[src/rtl/canv_pkg.sv]
// Shared definitions for the canvas display path (controller and AGU).
// Holds the register map, CTRL bit positions, the pending-request state
// type, and helpers for packed {y,x} coordinate pairs.
package canv_pkg;

  // Coordinate width assumed by the {y,x} helpers below.
  localparam int CANV_CORDW = 16;

  // Staging register select values. Select 7 is reserved and ignored.
  localparam logic [2:0] CANV_REG_BASE_A    = 3'd0;
  localparam logic [2:0] CANV_REG_BASE_B    = 3'd1;
  localparam logic [2:0] CANV_REG_SHIFT     = 3'd2;
  localparam logic [2:0] CANV_REG_WIN_START = 3'd3;
  localparam logic [2:0] CANV_REG_WIN_END   = 3'd4;
  localparam logic [2:0] CANV_REG_SCALE     = 3'd5;
  localparam logic [2:0] CANV_REG_CTRL      = 3'd6;

  // CTRL write bits.
  localparam int CANV_CTRL_COMMIT = 0;
  localparam int CANV_CTRL_FLIP   = 1;
  localparam int CANV_CTRL_EN     = 2;

  // Per-request pending state.
  typedef enum logic {
    REQ_IDLE = 1'b0,
    REQ_PEND = 1'b1
  } canv_req_state_e;

  // Pack a signed y and x into a {y,x} word.
  function automatic logic [2*CANV_CORDW-1:0] canv_yx(
    input logic signed [CANV_CORDW-1:0] y,
    input logic signed [CANV_CORDW-1:0] x
  );
    return {y, x};
  endfunction

  // Extract y from a {y,x} word.
  function automatic logic signed [CANV_CORDW-1:0] canv_y(
    input logic [2*CANV_CORDW-1:0] yx
  );
    return yx[2*CANV_CORDW-1:CANV_CORDW];
  endfunction

  // Extract x from a {y,x} word.
  function automatic logic signed [CANV_CORDW-1:0] canv_x(
    input logic [2*CANV_CORDW-1:0] yx
  );
    return yx[CANV_CORDW-1:0];
  endfunction

endpackage

[src/rtl/canv_req_sync.sv]
// Pending-flag cell for one frame-synchronised request.
// Ports:
//   i_clk   - pixel clock
//   i_rst   - asynchronous active-high reset
//   i_req   - request strobe (CTRL write with this request's bit set)
//   i_apply - frame start; clears a pending request
//   o_pend  - request is pending
// A request arriving in the same cycle as the apply keeps the flag set, so
// it is serviced on the following frame instead of being lost.
module canv_req_sync
  import canv_pkg::*;
(
  input  logic i_clk,
  input  logic i_rst,
  input  logic i_req,
  input  logic i_apply,
  output logic o_pend
);

  canv_req_state_e r_state;
  canv_req_state_e w_state_nxt;

  // State register; reset discards any pending request.
  always_ff @(posedge i_clk or posedge i_rst) begin
    if (i_rst) begin
      r_state <= REQ_IDLE;
    end else begin
      r_state <= w_state_nxt;
    end
  end

  // Next state: set wins over clear so a request written during the apply
  // cycle survives for the next frame.
  always_comb begin
    w_state_nxt = r_state;
    case (r_state)
      REQ_IDLE: if (i_req) w_state_nxt = REQ_PEND;
      REQ_PEND: if (i_apply && !i_req) w_state_nxt = REQ_IDLE;
      default:  w_state_nxt = REQ_IDLE;
    endcase
  end

  assign o_pend = (r_state == REQ_PEND);

endmodule

[src/rtl/canv_disp_ctrl.sv]
// Canvas display controller: staging registers written by software are
// transferred to the live AGU configuration atomically on frame_start.
// Ports:
//   clk_pix, rst_pix          - pixel clock, async active-high reset
//   frame_start               - one-cycle pulse in vertical blanking
//   reg_we/reg_sel/reg_data   - staging register write port
//   addr_base, addr_shift     - active buffer base and address shift to AGU
//   win_start/win_end/scale   - {y,x} window and scale to AGU
//   canv_en, buf_sel          - canvas enable and active buffer (0=A, 1=B)
//   commit_pend, flip_pend    - requests waiting for the next frame_start
//   applied                   - pulse in the cycle new values become visible
//   frame_cnt                 - frames since reset (wraps)
module canv_disp_ctrl
  import canv_pkg::*;
#(
  parameter int CORDW  = 16,
  parameter int WORD   = 32,
  parameter int ADDRW  = 20,
  parameter int SHIFTW = 3,
  parameter int FCNTW  = 16
) (
  input  logic                 clk_pix,
  input  logic                 rst_pix,
  input  logic                 frame_start,
  input  logic                 reg_we,
  input  logic [2:0]           reg_sel,
  input  logic [WORD-1:0]      reg_data,
  output logic [ADDRW-1:0]     addr_base,
  output logic [SHIFTW-1:0]    addr_shift,
  output logic [2*CORDW-1:0]   win_start,
  output logic [2*CORDW-1:0]   win_end,
  output logic [2*CORDW-1:0]   scale,
  output logic                 canv_en,
  output logic                 buf_sel,
  output logic                 commit_pend,
  output logic                 flip_pend,
  output logic                 applied,
  output logic [FCNTW-1:0]     frame_cnt
);

  logic [ADDRW-1:0]   r_stg_base_a, r_stg_base_b, r_live_base_a, r_live_base_b;
  logic [SHIFTW-1:0]  r_stg_shift, r_live_shift;
  logic [2*CORDW-1:0] r_stg_win_start, r_stg_win_end, r_stg_scale;
  logic [2*CORDW-1:0] r_live_win_start, r_live_win_end, r_live_scale;
  logic               r_stg_canv_en, r_live_canv_en;
  logic               r_buf_sel, r_applied;
  logic [FCNTW-1:0]   r_frame_cnt;

  logic w_ctrl_we, w_commit_req, w_flip_req, w_do_commit, w_do_flip;

  assign w_ctrl_we    = reg_we && (reg_sel == CANV_REG_CTRL);
  assign w_commit_req = w_ctrl_we && reg_data[CANV_CTRL_COMMIT];
  assign w_flip_req   = w_ctrl_we && reg_data[CANV_CTRL_FLIP];

  canv_req_sync u_commit_req (
    .i_clk   (clk_pix),
    .i_rst   (rst_pix),
    .i_req   (w_commit_req),
    .i_apply (frame_start),
    .o_pend  (commit_pend)
  );

  canv_req_sync u_flip_req (
    .i_clk   (clk_pix),
    .i_rst   (rst_pix),
    .i_req   (w_flip_req),
    .i_apply (frame_start),
    .o_pend  (flip_pend)
  );

  // Only a request that was already pending before this frame_start applies.
  assign w_do_commit = frame_start && commit_pend;
  assign w_do_flip   = frame_start && flip_pend;

  // Staging registers take the low bits of reg_data.
  always_ff @(posedge clk_pix or posedge rst_pix) begin
    if (rst_pix) begin
      r_stg_base_a    <= '0;
      r_stg_base_b    <= '0;
      r_stg_shift     <= '0;
      r_stg_win_start <= '0;
      r_stg_win_end   <= '0;
      r_stg_scale     <= '0;
      r_stg_canv_en   <= 1'b0;
    end else if (reg_we) begin
      case (reg_sel)
        CANV_REG_BASE_A:    r_stg_base_a    <= reg_data[ADDRW-1:0];
        CANV_REG_BASE_B:    r_stg_base_b    <= reg_data[ADDRW-1:0];
        CANV_REG_SHIFT:     r_stg_shift     <= reg_data[SHIFTW-1:0];
        CANV_REG_WIN_START: r_stg_win_start <= reg_data[2*CORDW-1:0];
        CANV_REG_WIN_END:   r_stg_win_end   <= reg_data[2*CORDW-1:0];
        CANV_REG_SCALE:     r_stg_scale     <= reg_data[2*CORDW-1:0];
        CANV_REG_CTRL:      r_stg_canv_en   <= reg_data[CANV_CTRL_EN];
        default: ;
      endcase
    end
  end

  // Live configuration: the commit reads staging before any same-cycle write
  // lands, because both are non-blocking updates on the same edge.
  always_ff @(posedge clk_pix or posedge rst_pix) begin
    if (rst_pix) begin
      r_live_base_a    <= '0;
      r_live_base_b    <= '0;
      r_live_shift     <= '0;
      r_live_win_start <= '0;
      r_live_win_end   <= '0;
      r_live_scale     <= '0;
      r_live_canv_en   <= 1'b0;
      r_buf_sel        <= 1'b0;
    end else begin
      if (w_do_commit) begin
        r_live_base_a    <= r_stg_base_a;
        r_live_base_b    <= r_stg_base_b;
        r_live_shift     <= r_stg_shift;
        r_live_win_start <= r_stg_win_start;
        r_live_win_end   <= r_stg_win_end;
        r_live_scale     <= r_stg_scale;
        r_live_canv_en   <= r_stg_canv_en;
      end
      if (w_do_flip) begin
        r_buf_sel <= ~r_buf_sel;
      end
    end
  end

  // Frame counter and the apply indication.
  always_ff @(posedge clk_pix or posedge rst_pix) begin
    if (rst_pix) begin
      r_frame_cnt <= '0;
      r_applied   <= 1'b0;
    end else begin
      r_applied <= w_do_commit || w_do_flip;
      if (frame_start) begin
        r_frame_cnt <= r_frame_cnt + FCNTW'(1);
      end
    end
  end

  // Base mux sits after the live registers so a simultaneous commit and flip
  // shows the new buffer with the new bases in the same cycle.
  assign addr_base  = r_buf_sel ? r_live_base_b : r_live_base_a;
  assign addr_shift = r_live_shift;
  assign win_start  = r_live_win_start;
  assign win_end    = r_live_win_end;
  assign scale      = r_live_scale;
  assign canv_en    = r_live_canv_en;
  assign buf_sel    = r_buf_sel;
  assign applied    = r_applied;
  assign frame_cnt  = r_frame_cnt;

endmodule
[config.mk]
export PLATFORM = sky130hd
export DESIGN_NAME = canv_disp_ctrl
export DESIGN_NICKNAME = d
export VERILOG_FILES = /design/src/rtl/canv_pkg.sv /design/src/rtl/canv_req_sync.sv /design/src/rtl/canv_disp_ctrl.sv
export SDC_FILE = /design/constraint.sdc
export NUM_CORES = 1
export LEC_CHECK = 0
export ABC_AREA = 0
export BUFFER_PORTS_ARGS = -buffer_cell sky130_fd_sc_hd__buf_4
export CELL_PAD_IN_SITES_DETAIL_PLACEMENT = 1
export CELL_PAD_IN_SITES_GLOBAL_PLACEMENT = 1
export CORE_UTILIZATION = 45
export DETAILED_ROUTE_END_ITERATION = 8
export PLACE_DENSITY = 0.72
export SYNTH_ARGS = -nofsm -noshare
export SYNTH_HDL_FRONTEND = slang
export SYNTH_SLANG_ARGS = --single-unit
[constraint.sdc]
create_clock -name clk_pix -period 13.3 [get_ports clk_pix]
set_input_delay 1.33 -clock clk_pix [delete_from_list [all_inputs] [get_ports clk_pix]]
set_output_delay 1.33 -clock clk_pix [all_outputs]
set_load 0.03 [all_outputs]
==> flow_summary.json, run 1 <==
{
  "crit_fanout": 22,
  "yosysTopAreaCell": "dfrtp_1",
  "ff2ff_path_depth": 3,
  "grt_overflow": 0,
  "design.portCount": 179,
  "antennaDiodeCount": 0,
  "synthTopCellsByArea": "dfrtp_1, mux2_2, buf_6, buf_4, xnor2_1",
  "synth_commonest_cells": "dfrtp_1, mux2_2, buf_4, buf_6, xnor2_1",
  "finalCriticalPeriod_ns": 3.57,
  "remaining_drc_errors": 0,
  "cts_inserted_buffers": 31,
  "worst-setup-path-type": "register to output port",
  "postPlaceCellArea_um2": 13200,
  "ir_drop_mv": 0.127,
  "htreeDepth": 1,
  "antenna_found_initial": 0,
  "max_freq_mhz": 280,
  "clock_latency_ns": 0.54,
  "path_cells": "mux2_2 -> buf_4",
  "setup_viol": 0,
  "worst_slew_pin_slew_ns": 1.29,
  "synth-edff-count": 0,
  "ctsHoldBuffers": 0,
  "leakage_nw": 6.75,
  "cts.reportedPaths.clkPinSlew_ns": 0.06,
  "drt-initial-drc-count": 283,
  "cts_tree": "built",
  "grt_pass1_wl_um": 41600,
  "hold_viol": 0,
  "core-area_um2": 25200,
  "rows": 58,
  "crit_required_ns": 11.97,
  "fin_crit_sh_pct": 26.9,
  "cap_viol_max_count": 0,
  "reg2reg_slack_ns": 10.64,
  "yosysSeqAreaShare_pct": 64.8,
  "rsz0062_at_grt": "false",
  "place_hpwl_um": 16500,
  "tns_ns": 0,
  "async_reset_ff_share_pct": 100,
  "die_w_um": 162,
  "syn_area_um2": 11600,
  "drtPass1Iterations": 4,
  "synthCells": 693,
  "final_layout_size_suffix_gt1_share_pct": 60.5,
  "fp.dieH_um": 162,
  "slew_viol_final": 0,
  "crit_slowest_cell": "dfrtp_1",
  "grt_pass1_vias": 7255,
  "start_kind": "register",
  "total_power_mw": 3.26,
  "initial_core_util_pct": 46.0,
  "cts_resized": 0,
  "fin_nets": 920,
  "min_path_type": "register to register",
  "cts.path.max_buffers": 3,
  "syn_area_per_cell_um2": 16.7,
  "outcome": "complete, no violations",
  "synth_nets": 733,
  "yosysUniqueCellTypes": 27,
  "arrival_ns": 2.24,
  "hold_start": "frame_cnt[15]$_DFFE_PP0P_",
  "portBuffers": 178,
  "synth_top_flop_cell": "dfrtp_1",
  "clockRootBuffer": "clkbuf_16",
  "slew_headroom_pct": 13.9,
  "yosys_warnings": 0,
  "num_vias": 6360,
  "gp_congestion": 0.737,
  "drtAntennaViolNets": 0,
  "cp-end-kind": "output port",
  "yosysMostFrequentCell": "dfrtp_1",
  "utilization_pct": 56.7,
  "min_path_cells": 1,
  "synth_seq_cells": 300,
  "cts_sinks": 300,
  "die_area_um2": 26400,
  "synth_top_area_share_pct": 64.8,
  "grt_max_degree": 138,
  "finalClockSkew_ns": 0.0112,
  "cts_setup_buffers": 0,
  "via_per_inst": 5.15,
  "wirelength_um": 25600,
  "slowest_delay_ns": 1.07,
  "min_to": "frame_cnt[15]$_DFFE_PP0P_",
  "wl_per_cell_um": 20.7,
  "area_growth_pct": 23.2,
  "r2r_start": "u_commit_req.o_pend$_DFF_PP0_",
  "grt_usage_pct": 20.3,
  "powerDensity_nw_per_um2": 229,
  "r2r_end": "r_live_base_a[9]$_DFFE_PP0P_",
  "fin_area_um2": 14300
}
## worst max-delay path by stage
stage	startpoint	to	cells after the start	slack, ns
4_1_cts	buf_sel$_DFFE_PP0P_	addr_base[13]	2	9.63
3_5_place_dp	frame_start	r_live_base_b[12]$_DFFE_PP0P_	4	9.53
3_3_place_gp	frame_start	win_end[26]$_DFFE_PP0P_	4	9.63
6_report	buf_sel$_DFFE_PP0P_	addr_base[13]	2	9.73
5_1_grt	buf_sel$_DFFE_PP0P_	addr_base[17]	2	9.60
2_1_floorplan	rst_pix	addr_shift[0]$_DFFE_PP0P_	1	3.68
## stage by stage
| step | setup slack (ns) | hold slack, ns | std cells |
|---|---|---|---|
| 6_report | 9.73 | 0.483 | 1234 |
| 5_1_grt | 9.60 | 0.503 | 1234 |
| 4_1_cts | 9.63 | 0.493 | 1234 |
| 3_5_place_dp | 9.53 | 0.480 | 1177 |
| 3_3_place_gp | 9.63 | 0.468 | 1177 |
| 2_1_floorplan | 3.68 | 0.454 | 693 |
## flip-flops by register name (all words and copies together), names as in the netlist, 3 cells and up
name and count:
win_start 32, r_stg_scale 32, r_stg_base_b 20, frame_cnt 16, r_live_base_a 20, r_stg_base_a 20
r_live_base_b 20, scale 32, r_stg_shift 3, r_stg_win_end 32, addr_shift 3, r_stg_win_start 32
win_end 32
## layout by cell type (no fill, tap or decap), drive strengths merged
cell type    n
and3         4
dfrtp      300
nor3         3
clkinv       4
nor2         4
o21a         1
mux2       301
nand3        6
nand2        7
ha           1
nand4        5
buf        186
nand2b       2
and4         3
nor3b        1
inv          4
xor2         6
xnor2       10
nand4b       2
bufinv       4
o21ai        2
clkbuf      48
## report_power, final
part           leakage (nW)  internal (mW)  switching [mW]  total, mW
logic                  2.49          0.449           0.550      0.998
clock network         0.551          0.570           0.341      0.911
registers              3.71           1.18           0.172       1.35
## worst max-delay path: cells and delay by family, from the launching register on
family	cells	cell delay [ns]
muxes	1	0.44
buffers and inverters	1	0.17
DFF	1	1.07
## per-layer routing
metal  GRT usage [%]  up-vias  part of all wire [%]
li1                -     2828                     -
met1            25.6     3363                    40
met2            36.1      136                    53
met3            4.00       33                   5.4
met4            4.42        0                   1.6
met5               0        -                     0
## area by class of cell
cell class	count	area (µm²)
fill	2312	10900
sequential	300	7510
multi-input combinational	358	3830
timing repair buffer	186	1400
clock buffer	48	960
tap	330	413
clock inverter	9	149
inverter	3	18.8
## cell families (layout without fill, tap and decap cells)
group / after synthesis / after routing / share of synthesized area, %
fa+ha+maj: 1 / 1 / 0.108
mux: 301 / 301 / 29.3
compound gates: 3 / 3 / 0.151
simple gates: 37 / 37 / 2.10
buf+inv: 35 / 246 / 2.29
xor+xnor: 16 / 16 / 1.27
flops: 300 / 300 / 64.8
Note: power is estimated with default switching activity, not from simulation.
==> run 2: changes to the inputs <==
--- a/config.mk
+++ b/config.mk
@@ -9,7 +9,7 @@
 export BUFFER_PORTS_ARGS = -buffer_cell sky130_fd_sc_hd__buf_4
 export CELL_PAD_IN_SITES_DETAIL_PLACEMENT = 1
 export CELL_PAD_IN_SITES_GLOBAL_PLACEMENT = 1
-export CORE_UTILIZATION = 45
+export CORE_UTILIZATION = 43
 export DETAILED_ROUTE_END_ITERATION = 8
 export PLACE_DENSITY = 0.72
 export SYNTH_ARGS = -nofsm -noshare
==> constraint.sdc (replaced) <==
create_clock -name clk_pix -period 3.27 [get_ports clk_pix]
set_input_delay 0.327 -clock clk_pix [delete_from_list [all_inputs] [get_ports clk_pix]]
set_output_delay 0.327 -clock clk_pix [all_outputs]
set_load 0.03 [all_outputs]
==> flow_summary.json, run 2 (synthesis gave the netlist of run 1 again) <==
{
  "r2r_start": "u_commit_req.o_pend$_DFF_PP0_",
  "p_switching_mw": 4.33,
  "total_power_mw": 13.0,
  "cts_sinks": 300,
  "antennaDiodeCount": 0,
  "placed_cells": 1189,
  "portBuffers": 178,
  "die_area_um2": 27600,
  "cts_tree": "built",
  "num_vias": 6446,
  "p_clk_share_pct": 26.5,
  "rsz0062_at_grt": "false",
  "core-area_um2": 26200,
  "worstSetupEndpoint": "addr_base[16]",
  "grt_pass1_wl_um": 41900,
  "fillers": 2457,
  "p_int_mw": 8.71,
  "seq_area_um2": 7510,
  "gp_congestion": 0.790,
  "grt_pass1_vias": 7417,
  "clock_latency_ns": 0.55,
  "die_w_um": 166,
  "ff2ff_path_depth": 3,
  "cap_viol_max_count": 0,
  "arrival_ns": 1.79,
  "place_hpwl_um": 16700,
  "powerDensity_nw_per_um2": 909,
  "holdWs_ns": 0.0298,
  "violations": "design-rule violations",
  "start_kind": "register",
  "initial_core_util_pct": 44.2,
  "htreeDepth": 1,
  "drtPass1Iterations": 6,
  "min_path_type": "primary input to register",
  "remaining_drc_errors": 12,
  "p_comb_share_pct": 31.7,
  "setup_viol": 0,
  "cp-startpoint": "buf_sel$_DFFE_PP0P_",
  "max_freq_mhz": 472,
  "slew_viol_final": 0,
  "antenna_found_initial": 0,
  "finalClockSkew_ns": 0.0190,
  "fp.dieH_um": 166,
  "fin_crit_sh_pct": 64.8,
  "cts_inserted_buffers": 31,
  "switching_share_pct": 33.2,
  "final_cells": 1249,
  "crit_fanout": 22,
  "setup_ws_ns": 1.15,
  "leakage_nw": 6.79,
  "place_ws_ns": 1.38,
  "r2r_end": "win_start[8]$_DFFE_PP0P_",
  "multi_input_area_um2": 3830,
  "drt-initial-drc-count": 255,
  "ir_drop_mv": 0.547,
  "grt_overflow": 0,
  "cts.path.max_buffers": 3,
  "fin_nets": 930,
  "cts_setup_buffers": 0,
  "slew_headroom_pct": 43.6,
  "wirelength_um": 25300,
  "crit_required_ns": 2.94,
  "cts.reportedPaths.clkPinSlew_ns": 0.06,
  "seq_power_share_pct": 41.8,
  "grt_max_degree": 89,
  "final_layout_size_suffix_gt1_share_pct": 60.8,
  "drtAntennaViolNets": 0,
  "grt_usage_pct": 19.1,
  "reg2reg_slack_ns": 1.42,
  "wl_per_cell_um": 20.2,
  "design.portCount": 179,
  "worst_slew_pin_slew_ns": 0.844,
  "cp-end-kind": "output port",
  "finalCriticalPeriod_ns": 2.12,
  "area_growth_pct": 23.9,
  "clockRootBuffer": "clkbuf_16",
  "tns_ns": 0,
  "layout_commonest_cell": "dfrtp_1",
  "hold_viol": 0,
  "outcome": "finished with violations",
  "most-common-layout-cells": "dfrtp_1, mux2_2, buf_4",
  "rows": 59,
  "worst-setup-path-type": "register to output port",
  "via_per_inst": 5.16
}
[run 2: cell count changes in the layout (fill, tap and decap cells not counted), sizes merged]
cell,change
clkbuf,-3
clkinv,+5
bufinv,-3
buf,+7
inv,-1
dlygate4sd3,+3
clkinvlp,+2
[run 2: metrics by stage]
| step | util (%) | cell area (µm²) |
|---|---|---|
| floorplan | - | 11600 |
| global placement | 50.7 | 13300 |
| detailed placement | 50.7 | 13300 |
| CTS | 54.7 | 14300 |
| global route | 54.7 | 14300 |
| finish | 54.7 | 14300 |
[run 2: worst max-delay path, cell delays in order (launching register included)]
cell	delay (ns)
dfrtp_1	0.32
buf_4	0.33
mux2_2	0.41
buf_4	0.17
[run 2: final cells by class]
cell class | instances | area share, %
sequential | 300 | 52.3
clock buffer | 45 | 6.54
inverter | 3 | 0.105
multi-input combinational | 358 | 26.7
timing repair buffer | 196 | 10.7
clock inverter | 12 | 0.663
tap | 335 | 2.92
[run 2: metal layers]
layer / vias to the layer above / global-route usage (%) / share of wire (%)
met5: - / 0 / 0
met4: 0 / 5.08 / 2.6
met3: 47 / 4.36 / 5.3
met2: 147 / 33.3 / 51
met1: 3409 / 23.9 / 41
li1: 2843 / - / -
[run 2: how the worst min path moves through the flow]
stage	start	endpoint	slack (ns)	cells past startpoint
after global routing	reg_data[24]	r_stg_scale[24]$_DFFE_PP0P_	0.01	2
final	reg_data[24]	r_stg_win_end[24]$_DFFE_PP0P_	0.03	2
after CTS	reg_data[24]	r_stg_win_end[24]$_DFFE_PP0P_	0.0004	2
after global placement	frame_cnt[15]$_DFFE_PP0P_	frame_cnt[15]$_DFFE_PP0P_	0.47	1
after detailed placement	frame_cnt[15]$_DFFE_PP0P_	frame_cnt[15]$_DFFE_PP0P_	0.47	1
after floorplan	reg_data[0]	u_commit_req.o_pend$_DFF_PP0_	0.44	2
[run 2: power groups by stage]
stage          clock network, mW  logic, mW  registers (mW)
2_1_floorplan                  0       1.62            6.37
3_3_place_gp                   0       4.08            5.40
3_5_place_dp                   0       4.19            5.51
4_1_cts                     3.56       4.21            5.46
5_1_grt                     3.71       4.36            5.61
6_report                    3.46       4.13            5.45
[run 2: repair_timing]
action,in CTS,in global routing
hold buffers,3,0
endpoints found under the hold margin,29,0
gates resized for setup,0,0
==> run 3: changes to the inputs <==
--- a/config.mk
+++ b/config.mk
@@ -9,7 +9,7 @@
 export BUFFER_PORTS_ARGS = -buffer_cell sky130_fd_sc_hd__buf_4
 export CELL_PAD_IN_SITES_DETAIL_PLACEMENT = 1
 export CELL_PAD_IN_SITES_GLOBAL_PLACEMENT = 1
-export CORE_UTILIZATION = 43
+export CORE_UTILIZATION = 45
 export DETAILED_ROUTE_END_ITERATION = 8
 export PLACE_DENSITY = 0.72
 export SYNTH_ARGS = -nofsm -noshare
==> constraint.sdc (replaced) <==
create_clock -name clk_pix -period 2.2 [get_ports clk_pix]
set_input_delay 0.22 -clock clk_pix [delete_from_list [all_inputs] [get_ports clk_pix]]
set_output_delay 0.22 -clock clk_pix [all_outputs]
set_load 0.03 [all_outputs]
==> flow_summary.json, run 3 (synthesis gave the netlist of run 1 again) <==
{
  "outcome": "complete, no violations",
  "slew_viol_final": 0,
  "core-area_um2": 25200,
  "cts_tree": "built",
  "r2r_start": "frame_cnt[2]$_DFFE_PP0P_",
  "setup_viol": 0,
  "cts_inserted_buffers": 31,
  "cts.reportedPaths.clkPinSlew_ns": 0.06,
  "area_growth_pct": 27.3,
  "die_w_um": 162,
  "portBuffers": 178,
  "finalCriticalPeriod_ns": 1.91,
  "path_cells": "buf_4 -> mux2_2 -> buf_4",
  "initial_core_util_pct": 46.0,
  "drtAntennaViolNets": 0,
  "cap_viol_max_count": 0,
  "hold_viol": 0,
  "wirelength_um": 25800,
  "final_cells": 1277,
  "grt_usage_pct": 20.4,
  "holdWs_ns": 0.165,
  "grt_max_degree": 100,
  "most-common-layout-cells": "dfrtp_1, mux2_2, buf_4",
  "cp-startpoint": "buf_sel$_DFFE_PP0P_",
  "rows": 58,
  "r2r_end": "frame_cnt[9]$_DFFE_PP0P_",
  "cts.path.max_buffers": 3,
  "fin_nets": 966,
  "setup_ws_ns": 0.290,
  "clockRootBuffer": "clkbuf_16",
  "worst-setup-path-type": "register to output port",
  "remaining_drc_errors": 0,
  "utilization_pct": 58.5,
  "final_layout_size_suffix_gt1_share_pct": 58.2,
  "antennaDiodeCount": 0,
  "total_power_mw": 19.6,
  "wl_per_cell_um": 20.2,
  "design.portCount": 179,
  "drt-initial-drc-count": 308,
  "htreeDepth": 1,
  "leakage_nw": 6.94,
  "crit_slowest_cell": "mux2_2",
  "grt_pass1_vias": 7449,
  "gp_congestion": 0.780,
  "start_kind": "register",
  "powerDensity_nw_per_um2": 1330,
  "min_path_type": "primary input to register",
  "grt_overflow": 0,
  "finalClockSkew_ns": 0.00617,
  "postPlaceCellArea_um2": 13400,
  "slowest_delay_ns": 0.38,
  "ir_drop_mv": 0.765,
  "reg2reg_slack_ns": 0.73,
  "fp.dieH_um": 162,
  "arrival_ns": 1.69,
  "crit_fanout": 14,
  "cpMostUsedCell": "buf_4",
  "fin_area_um2": 14700,
  "drtPass1Iterations": 4,
  "tns_ns": 0,
  "die_area_um2": 26400,
  "fillers": 2337,
  "worstSetupEndpoint": "addr_base[0]",
  "fin_crit_sh_pct": 86.8,
  "via_per_inst": 5.16,
  "antenna_found_initial": 0,
  "place_hpwl_um": 17100,
  "slew_headroom_pct": 64.8,
  "layout_commonest_cell": "dfrtp_1",
  "ff2ff_path_depth": 4,
  "worst_slew_pin_slew_ns": 0.528,
  "cp-end-kind": "output port",
  "grt_pass1_wl_um": 42100,
  "cts_setup_buffers": 0,
  "rsz0062_at_grt": "false",
  "num_vias": 6595,
  "clock_latency_ns": 0.54,
  "cts_sinks": 300,
  "max_freq_mhz": 523,
  "crit_required_ns": 1.98,
  "placed_cells": 1189,
  "place_ws_ns": 0.477
}
[run 3: cell type report]
| type | instances | area, µm² | share of cell area [%] |
|---|---|---|---|
| Tap cell | 330 | 413 | 2.80 |
| Clock buffer | 46 | 882 | 5.98 |
| Sequential cell | 300 | 7510 | 50.9 |
| Inverter | 3 | 15.0 | 0.102 |
| Multi-Input combinational cell | 358 | 3830 | 26.0 |
| Clock inverter | 8 | 143 | 0.968 |
| Timing Repair Buffer | 232 | 1950 | 13.2 |
[run 3: how the worst min path moves through the flow]
stage	start	end	slack [ns]	cells after the start
2_1_floorplan	reg_data[0]	u_commit_req.o_pend$_DFF_PP0_	0.34	2
3_3_place_gp	rst_pix	win_start[23]$_DFFE_PP0P_	0.25	2
3_5_place_dp	rst_pix	win_end[23]$_DFFE_PP0P_	0.26	2
6_report	reg_sel[0]	r_stg_win_end[24]$_DFFE_PP0P_	0.16	3
4_1_cts	reg_sel[0]	r_stg_win_end[24]$_DFFE_PP0P_	0.15	3
5_1_grt	reg_sel[0]	r_stg_win_end[24]$_DFFE_PP0P_	0.17	3
[run 3: layer usage]
layer / GRT usage [%] / share of wire, %
met5: 0 / 0
met4: 4.89 / 1.6
met3: 3.41 / 4.6
met2: 36.1 / 52
met1: 26.1 / 42
[run 3: what timing repair did]
action,CTS,global route
hold buffers,34,0
gates resized for setup,0,0
endpoints found under the hold margin,142,0
[run 3: report_power, final]
| group | leakage [nW] | internal [mW] | total (mW) | switching [mW] |
|---|---|---|---|---|
| Sequential | 3.71 | 7.15 | 8.10 | 0.951 |
| Clock | 0.498 | 3.21 | 5.25 | 2.04 |
| Combinational | 2.73 | 2.80 | 6.22 | 3.42 |
| Total | 6.94 | 13.2 | 19.6 | 6.41 |
[run 3: worst max-delay path: cells and delay by family (launching register included)]
family | cells | cell delay (ns)
multiplexers | 1 | 0.38
flip-flops | 1 | 0.34
buffers and inverters | 2 | 0.43
